[src/rtl/uart_word_bridge.sv]
// UART <-> word bridge: 8N1 RX packs BYTES received bytes into one word, TX serialises a word as BYTES frames.
// Latency: read strobe one cycle after the final stop-bit sample; TX busy for BYTES*10*BAUD_DIV cycles.
// Backpressure: none on RX (each word shown once); TX accepts only when idle, requests while busy are dropped.
// Optional: define UART_WORD_BRIDGE_RX_TIMEOUT_EN to discard a partial RX word after 32 idle bit times.
module uart_word_bridge #(
  parameter int BAUD_DIV   = 5207,
  parameter int DATA_WIDTH = 32,
  parameter int MSB_FIRST  = 1
) (
  input  logic                  clk,
  input  logic                  rst,
  input  logic                  uart_din,
  output logic                  uart_dout,
  output logic [DATA_WIDTH-1:0] high_read_data,
  output logic                  high_read_valid,
  input  logic [DATA_WIDTH-1:0] high_write_data,
  input  logic                  high_write_valid,
  output logic                  high_write_ready
);

  localparam int BYTES = DATA_WIDTH / 8;
  localparam int BCW   = (BYTES > 1) ? $clog2(BYTES) : 1;
  localparam logic [BCW-1:0] LAST_BYTE = BCW'(BYTES - 1);
  localparam logic [15:0]    BAUD_LAST = 16'(BAUD_DIV - 1);
  localparam logic [15:0]    HALF_LAST = 16'(BAUD_DIV / 2 - 1);

  typedef enum logic [1:0] {IDLE, START, DATA, STOP} state_t;

  // Byte lane of the idx-th byte on the wire within the word.
  function automatic int slot(input logic [BCW-1:0] idx);
    slot = (MSB_FIRST != 0) ? (BYTES - 1 - int'(idx)) : int'(idx);
  endfunction

  // ---------------------------------------------------------------- RX
  logic rx_meta, rx_sync, rx_prev;
  state_t rx_state, rx_next;
  logic [15:0]           rx_cnt;
  logic [2:0]            rx_bit;
  logic [7:0]            rx_shift;
  logic [BCW-1:0]        rx_byte;
  logic [DATA_WIDTH-1:0] rx_word, rx_word_next;
  logic                  rx_tick, rx_accept, rx_timeout;

  // Two-flop synchroniser plus one delayed copy for falling-edge detection; idle line is high.
  always_ff @(posedge clk or posedge rst) begin
    if (rst) begin
      rx_meta <= 1'b1;
      rx_sync <= 1'b1;
      rx_prev <= 1'b1;
    end else begin
      rx_meta <= uart_din;
      rx_sync <= rx_meta;
      rx_prev <= rx_sync;
    end
  end

  // RX state register.
  always_ff @(posedge clk or posedge rst) begin
    if (rst) rx_state <= IDLE;
    else     rx_state <= rx_next;
  end

  // RX next state: half-bit wait to centre on the start bit, then one sample per bit time.
  always_comb begin
    rx_next   = rx_state;
    rx_tick   = 1'b0;
    rx_accept = 1'b0;
    case (rx_state)
      IDLE:  if (!rx_sync && rx_prev) rx_next = START;
      START: if (rx_cnt == HALF_LAST) begin
               rx_tick = 1'b1;
               rx_next = rx_sync ? IDLE : DATA;
             end
      DATA:  if (rx_cnt == BAUD_LAST) begin
               rx_tick = 1'b1;
               if (rx_bit == 3'd7) rx_next = STOP;
             end
      STOP:  if (rx_cnt == BAUD_LAST) begin
               rx_tick   = 1'b1;
               rx_next   = IDLE;
               rx_accept = rx_sync;
             end
      default: rx_next = IDLE;
    endcase
  end

  // Word with the just-received byte dropped into its lane.
  always_comb begin
    rx_word_next = rx_word;
    rx_word_next[slot(rx_byte)*8 +: 8] = rx_shift;
  end

  // RX datapath: bit timing, shift register, byte packing and the read strobe.
  always_ff @(posedge clk or posedge rst) begin
    if (rst) begin
      rx_cnt          <= '0;
      rx_bit          <= '0;
      rx_shift        <= '0;
      rx_byte         <= '0;
      rx_word         <= '0;
      high_read_data  <= '0;
      high_read_valid <= 1'b0;
    end else begin
      high_read_valid <= 1'b0;
      rx_cnt <= (rx_state == IDLE || rx_tick) ? 16'd0 : rx_cnt + 16'd1;
      if (rx_state == START) rx_bit <= '0;
      if (rx_state == DATA && rx_tick) begin
        rx_shift <= {rx_sync, rx_shift[7:1]};
        rx_bit   <= rx_bit + 3'd1;
      end
      if (rx_accept) begin
        rx_word <= rx_word_next;
        if (rx_byte == LAST_BYTE) begin
          rx_byte         <= '0;
          high_read_data  <= rx_word_next;
          high_read_valid <= 1'b1;
        end else begin
          rx_byte <= rx_byte + 1'b1;
        end
      end else if (rx_timeout) begin
        rx_byte <= '0;
      end
    end
  end

`ifdef UART_WORD_BRIDGE_RX_TIMEOUT_EN
  localparam logic [21:0] TO_LAST = 22'(32 * BAUD_DIV - 1);
  logic [21:0] to_cnt;

  // Count idle-high cycles while a word is partly assembled; any activity restarts the count.
  always_ff @(posedge clk or posedge rst) begin
    if (rst) to_cnt <= '0;
    else if (rx_state == IDLE && rx_sync && rx_byte != '0 && to_cnt != TO_LAST) to_cnt <= to_cnt + 22'd1;
    else to_cnt <= '0;
  end

  assign rx_timeout = (to_cnt == TO_LAST);
`else
  assign rx_timeout = 1'b0;
`endif

  // ---------------------------------------------------------------- TX
  state_t tx_state, tx_next;
  logic [15:0]           tx_cnt;
  logic [2:0]            tx_bit;
  logic [BCW-1:0]        tx_byte, tx_idx;
  logic [DATA_WIDTH-1:0] tx_word, tx_src;
  logic [9:0]            tx_frame;
  logic [7:0]            tx_sel;
  logic                  tx_tick;

  assign tx_tick          = (tx_cnt == BAUD_LAST);
  assign high_write_ready = (tx_state == IDLE);
  assign uart_dout        = tx_frame[0];

  // TX state register.
  always_ff @(posedge clk or posedge rst) begin
    if (rst) tx_state <= IDLE;
    else     tx_state <= tx_next;
  end

  // TX next state: frames run back to back until the last byte's stop bit ends.
  always_comb begin
    tx_next = tx_state;
    case (tx_state)
      IDLE:  if (high_write_valid) tx_next = START;
      START: if (tx_tick) tx_next = DATA;
      DATA:  if (tx_tick && tx_bit == 3'd7) tx_next = STOP;
      STOP:  if (tx_tick) tx_next = (tx_byte == LAST_BYTE) ? IDLE : START;
      default: tx_next = IDLE;
    endcase
  end

  // Select the byte for the frame about to be loaded: byte 0 of the incoming word, or the next latched byte.
  always_comb begin
    tx_src = (tx_state == IDLE) ? high_write_data : tx_word;
    tx_idx = (tx_state == IDLE) ? '0 : tx_byte + 1'b1;
    tx_sel = tx_src[slot(tx_idx)*8 +: 8];
  end

  // TX datapath: a 10-bit frame shifts out LSB first; vacated bits fill with 1 so the line idles high.
  always_ff @(posedge clk or posedge rst) begin
    if (rst) begin
      tx_cnt   <= '0;
      tx_bit   <= '0;
      tx_byte  <= '0;
      tx_word  <= '0;
      tx_frame <= '1;
    end else if (tx_state == IDLE) begin
      tx_cnt <= '0;
      if (high_write_valid) begin
        tx_word  <= high_write_data;
        tx_byte  <= '0;
        tx_bit   <= '0;
        tx_frame <= {1'b1, tx_sel, 1'b0};
      end
    end else if (tx_tick) begin
      tx_cnt <= '0;
      if (tx_state == STOP && tx_next == START) begin
        tx_byte  <= tx_byte + 1'b1;
        tx_bit   <= '0;
        tx_frame <= {1'b1, tx_sel, 1'b0};
      end else begin
        tx_frame <= {1'b1, tx_frame[9:1]};
        if (tx_state == DATA) tx_bit <= tx_bit + 3'd1;
      end
    end else begin
      tx_cnt <= tx_cnt + 16'd1;
    end
  end

endmodule

[config.mk]
export PLATFORM = sky130hd
export DESIGN_NAME = uart_word_bridge
export DESIGN_NICKNAME = d
export VERILOG_FILES = /design/src/rtl/uart_word_bridge.sv
export SDC_FILE = /design/constraint.sdc
export NUM_CORES = 1
export LEC_CHECK = 0
export BUFFER_PORTS_ARGS = -buffer_cell sky130_fd_sc_hd__clkbuf_2
export CORE_UTILIZATION = 40
export CTS_CLUSTER_DIAMETER = 60
export DETAILED_ROUTE_END_ITERATION = 8
export PLACE_DENSITY = 0.63
export SLEW_MARGIN = 40
export SYNTH_ARGS = -nofsm -noshare
export SYNTH_HDL_FRONTEND = slang
export SYNTH_SLANG_ARGS = --single-unit
[constraint.sdc]
create_clock -name clk -period 4.84 [get_ports clk]
set_input_delay 0.242 -clock clk [delete_from_list [all_inputs] [get_ports clk]]
set_output_delay 0.242 -clock clk [all_outputs]
set_load 0.02 [all_outputs]
==> summary.md <==
| Metric | Value |
|---|---|
| Cell Area, Synth | 7590 µm² |
| Post-synthesis mux area share | 9.83% |
| Die height | 140 µm |
| Global-route wire length before repair | 26,900 µm |
| Hold WC Path Type | in -> reg |
| Post-synth top area share | 49.8% |
| Routed vias/inst | 5.07 |
| Synth Area per Inst | 10.4 µm² |
| Sequential-to-total area share from yosys stat | 53.9% |
| Synth Area in Simple Gates | 23.8% |
| Via Count | 5,277 |
| Primary FF master, synth | dfrtp_1 |
| Final Non-Filler Cells | 1,040 |
| Synth Area in Compound Gates | 4.35% |
| Die width | 140 µm |
| Sw power | 0.725 mW |
| Setup Fix Bufs, Post-CTS | 0 |
| Clk sinks | 163 |
| Buffers & Inverters on Critical Path | 0 |
| DP HPWL | 10,500 µm |
| Sequential fraction of design power | 46.9% |
| DRC errors left | 0 |
| RSZ-0062 raised after global routing | no |
| Cell count after synthesis | 729 |
| Post-CTS sizing | 0 |
| FILL cells | 1,720 |
| Total power per unit cell area | 349 nW/µm² |
| Status | completed |
| Clk Latency, worst-skew pair | 0.43 ns |
| Crit path capture type | flip-flop |
| Met1 Usage GRT | 23.4% |
| CP arrival | 2.74 ns |
| Largest family of logic cells by synthesized area | simple AND/OR/NAND/NOR gates |
| Setup TNS | 0 ns |
| GPL Wtd Cong | 0.776 |
| Clock group share of total power | 47.0% |
| Met2 Use GR | 27.9% |
| CTS tree | done |
| CTS Root Buffer Type | clkbuf_16 |
| Die Area | 19,500 µm² |
| F_max | 410 MHz |
| Met3 usage | 5.33% |
| Adder-Cell Fraction of Synth Area | 2.31% |
| Max clock buf depth | 2 |
| Worst Tran Pin Value | 0.748 ns |
| Overall routing resource usage | 17.6% |
| IO buf count | 70 |
| Final period util | 50.4% |
| Max Slew Vio Count | 0 |
| CP cell instances | nor4b_1, nand4_2, o21bai_1, o21ai_0, mux2_2 |
| Slew HR | 50.2% |
| Final antenna diode count | 0 |
| Pleak | 4.37 nW |
| Crit path largest cell delay | 0.65 ns |
| Rows | 50 |
| Largest net degree at the start of global routing | 99 |
| Total grt overflow | 0 |
| Syn. warnings | 0 |
| Synth Area in XOR/XNOR | 3.12% |
| Core Region | 18,600 µm² |
| Fraction of layout cells with a size suffix above 1 | 23.2% |
| Worst vdd ir | 0.000241 V |
| Synth Net Count | 779 |
| Fraction of registers with async set/reset | 100% |
| DR iter-0 viols | 262 |
| EDFF count, synth | 0 |
| DP Cell Count | 1,006 |
| Switching portion of total power | 23.6% |
| Crit-path slowest cell | o21bai_1 |
| Largest area contributor in the netlist | dfrtp_1 |
| Synth cell types | 52 |
| Final setup vio count | 0 |
| Minimum clock period | 2.44 ns |
| Layout Nets | 843 |
| I/O pin count | 71 |
| Routed Antenna Nets | 0 |
| DR WL/cell | 15.2 µm |
| Post-Route WL | 15,800 µm |
| Skew final | 0.0104 ns |
| Fin. Hold Viols | 0 |
| Max Cap Violations | 0 |
| GR peak layer | met2 |
| Vias in the first global route | 5,269 |
| Initial DRT Pass Iterations | 4 |
| Ranking of synthesized cells by area | dfrtp_1, nand2_1, mux2_2 |
| Clk slew on worst S/H paths | 0.07 ns |
| WS Path Type | reg -> reg |
| Area growth syn-to-layout | 15.9% |
| CP Max Fanout | 11 |
| Top Family by Delay on Critical Path | compound AO/OA/AOI/OAI gates |
| Initial Util | 40.7% |
| Initial antenna violation count | 0 |
| Critical Path Start Type | flip-flop |
| Int Power | 2.35 mW |
| H-tree Lvls | 4 |
| Total CTS buffers | 17 |
| Worst Path Required | 5.15 ns |
| Logic pwr share | 6.1% |
| Synth Register Bits | 163 |
==> final cells by class <==
class / count / area [µm²] / area share [%]
sequential: 163 / 4090 / 46.6
multi-input combinational: 519 / 3300 / 37.5
clock buffer: 19 / 453 / 5.15
timing repair buffer: 78 / 415 / 4.72
tap: 234 / 293 / 3.33
clock inverter: 13 / 183 / 2.08
inverter: 14 / 60.1 / 0.683
==> power groups by stage <==
| stage | clock (mW) | sequential (mW) | combinational, mW |
|---|---|---|---|
| global placement | 0 | 1.46 | 0.191 |
| detailed placement | 0 | 1.47 | 0.190 |
| floorplan | 0 | 1.44 | 0.169 |
| finish | 1.44 | 1.44 | 0.187 |
| global route | 1.54 | 1.45 | 0.215 |
| CTS | 1.47 | 1.44 | 0.192 |
==> worst paths after layout <==
check                                    startpoint     endpoint  slack (ns)  cells after the start
worst min-delay path            high_write_data[16]  tx_word[16]        0.05                      2
max in group asynchronous                       rst  rx_word[31]        3.39                      4
min in group asynchronous                       rst   tx_cnt[12]        0.48                      3
worst min register to register              rx_meta      rx_sync        0.36                      0
worst max-delay path                      tx_cnt[7]   tx_byte[0]        2.40                      5
worst max register to register            tx_cnt[7]   tx_byte[0]        2.40                      5
==> sequential cells by signal, indices dropped and copies added, names as in the netlist, 2 cells and up, named ones only <==
signal	cells
high_read_data	32
rx_bit	3
rx_byte	2
rx_cnt	16
rx_shift	8
rx_word	32
tx_bit	3
tx_byte	2
tx_cnt	16
tx_frame	9
tx_state	2
tx_word	32
==> placed cells by master, fill, tap and decap left out, drive strengths merged, types with 5 or more instances in the layout <==
cell / n
mux2: 44
buf: 6
a21oi: 24
nand2: 169
a22o: 6
inv: 14
dfrtp: 151
nor2: 47
nand3b: 7
ha: 14
xnor2: 14
and2: 7
mux4: 8
nor3: 6
o21ai: 20
nand4: 13
xor2: 13
and4: 5
clkinv: 5
mux2i: 7
nor2b: 36
nand3: 41
dfstp: 12
clkbuf: 89
==> through the flow <==
stage / utilization (%) / total power, mW / setup WS, ns / hold slack, ns / instance area (µm²)
5_1_grt: 47.2 / 3.20 / 2.19 / 0.0190 / 8790
3_3_place_gp: 43.6 / 1.65 / 2.38 / 0.331 / 8130
3_5_place_dp: 43.7 / 1.66 / 2.45 / 0.334 / 8140
6_report: 47.2 / 3.07 / 2.40 / 0.0462 / 8790
2_1_floorplan: - / 1.60 / 0.213 / 0.246 / 7590
4_1_cts: 47.2 / 3.10 / 2.42 / 0.0243 / 8790
==> timing repair <==
action,CTS,global route
hold buffers,2,0
setup endpoints to repair,0,0
endpoints found under the hold margin,89,0
==> synth_stat cells (all sizes together) (2+ instances only) <==
master	count
mux2	44
and3	4
inv	14
dfstp	12
dfrtp	151
xor2	13
mux4	8
nor2b	36
nand3b	7
nand2b	2
nor2	47
xnor2	14
o22ai	2
nor4b	4
ha	14
o21ai	20
and2	7
nand3	41
buf	13
mux2i	7
and4	5
and4b	3
nor3b	2
or2	2
nor4	4
a21oi	24
clkbuf	20
a22o	6
or3	3
nor3	6
nand4	13
nand2	169
or4b	2
==> routing by layer <==
layer | routed length (µm) | vias to the layer above | part of all wire [%]
li1 | - | 2604 | -
met1 | 7500 | 2564 | 47
met2 | 7500 | 91 | 47
met3 | 636 | 18 | 4.0
met4 | 176 | 0 | 1.1
met5 | 0 | - | 0
==> cells by family after synthesis <==
| kind of cell | Yosys count |
|---|---|
| AND/OR/NAND/NOR | 362 |
| flip-flops | 163 |
| multiplexers | 59 |
| AO/OA/AOI/OAI | 57 |
| buffers and inverters | 47 |
| XOR/XNOR | 27 |
| adder cells (fa/ha/maj) | 14 |
No activity file was read; power rests on OpenSTA's default activity.
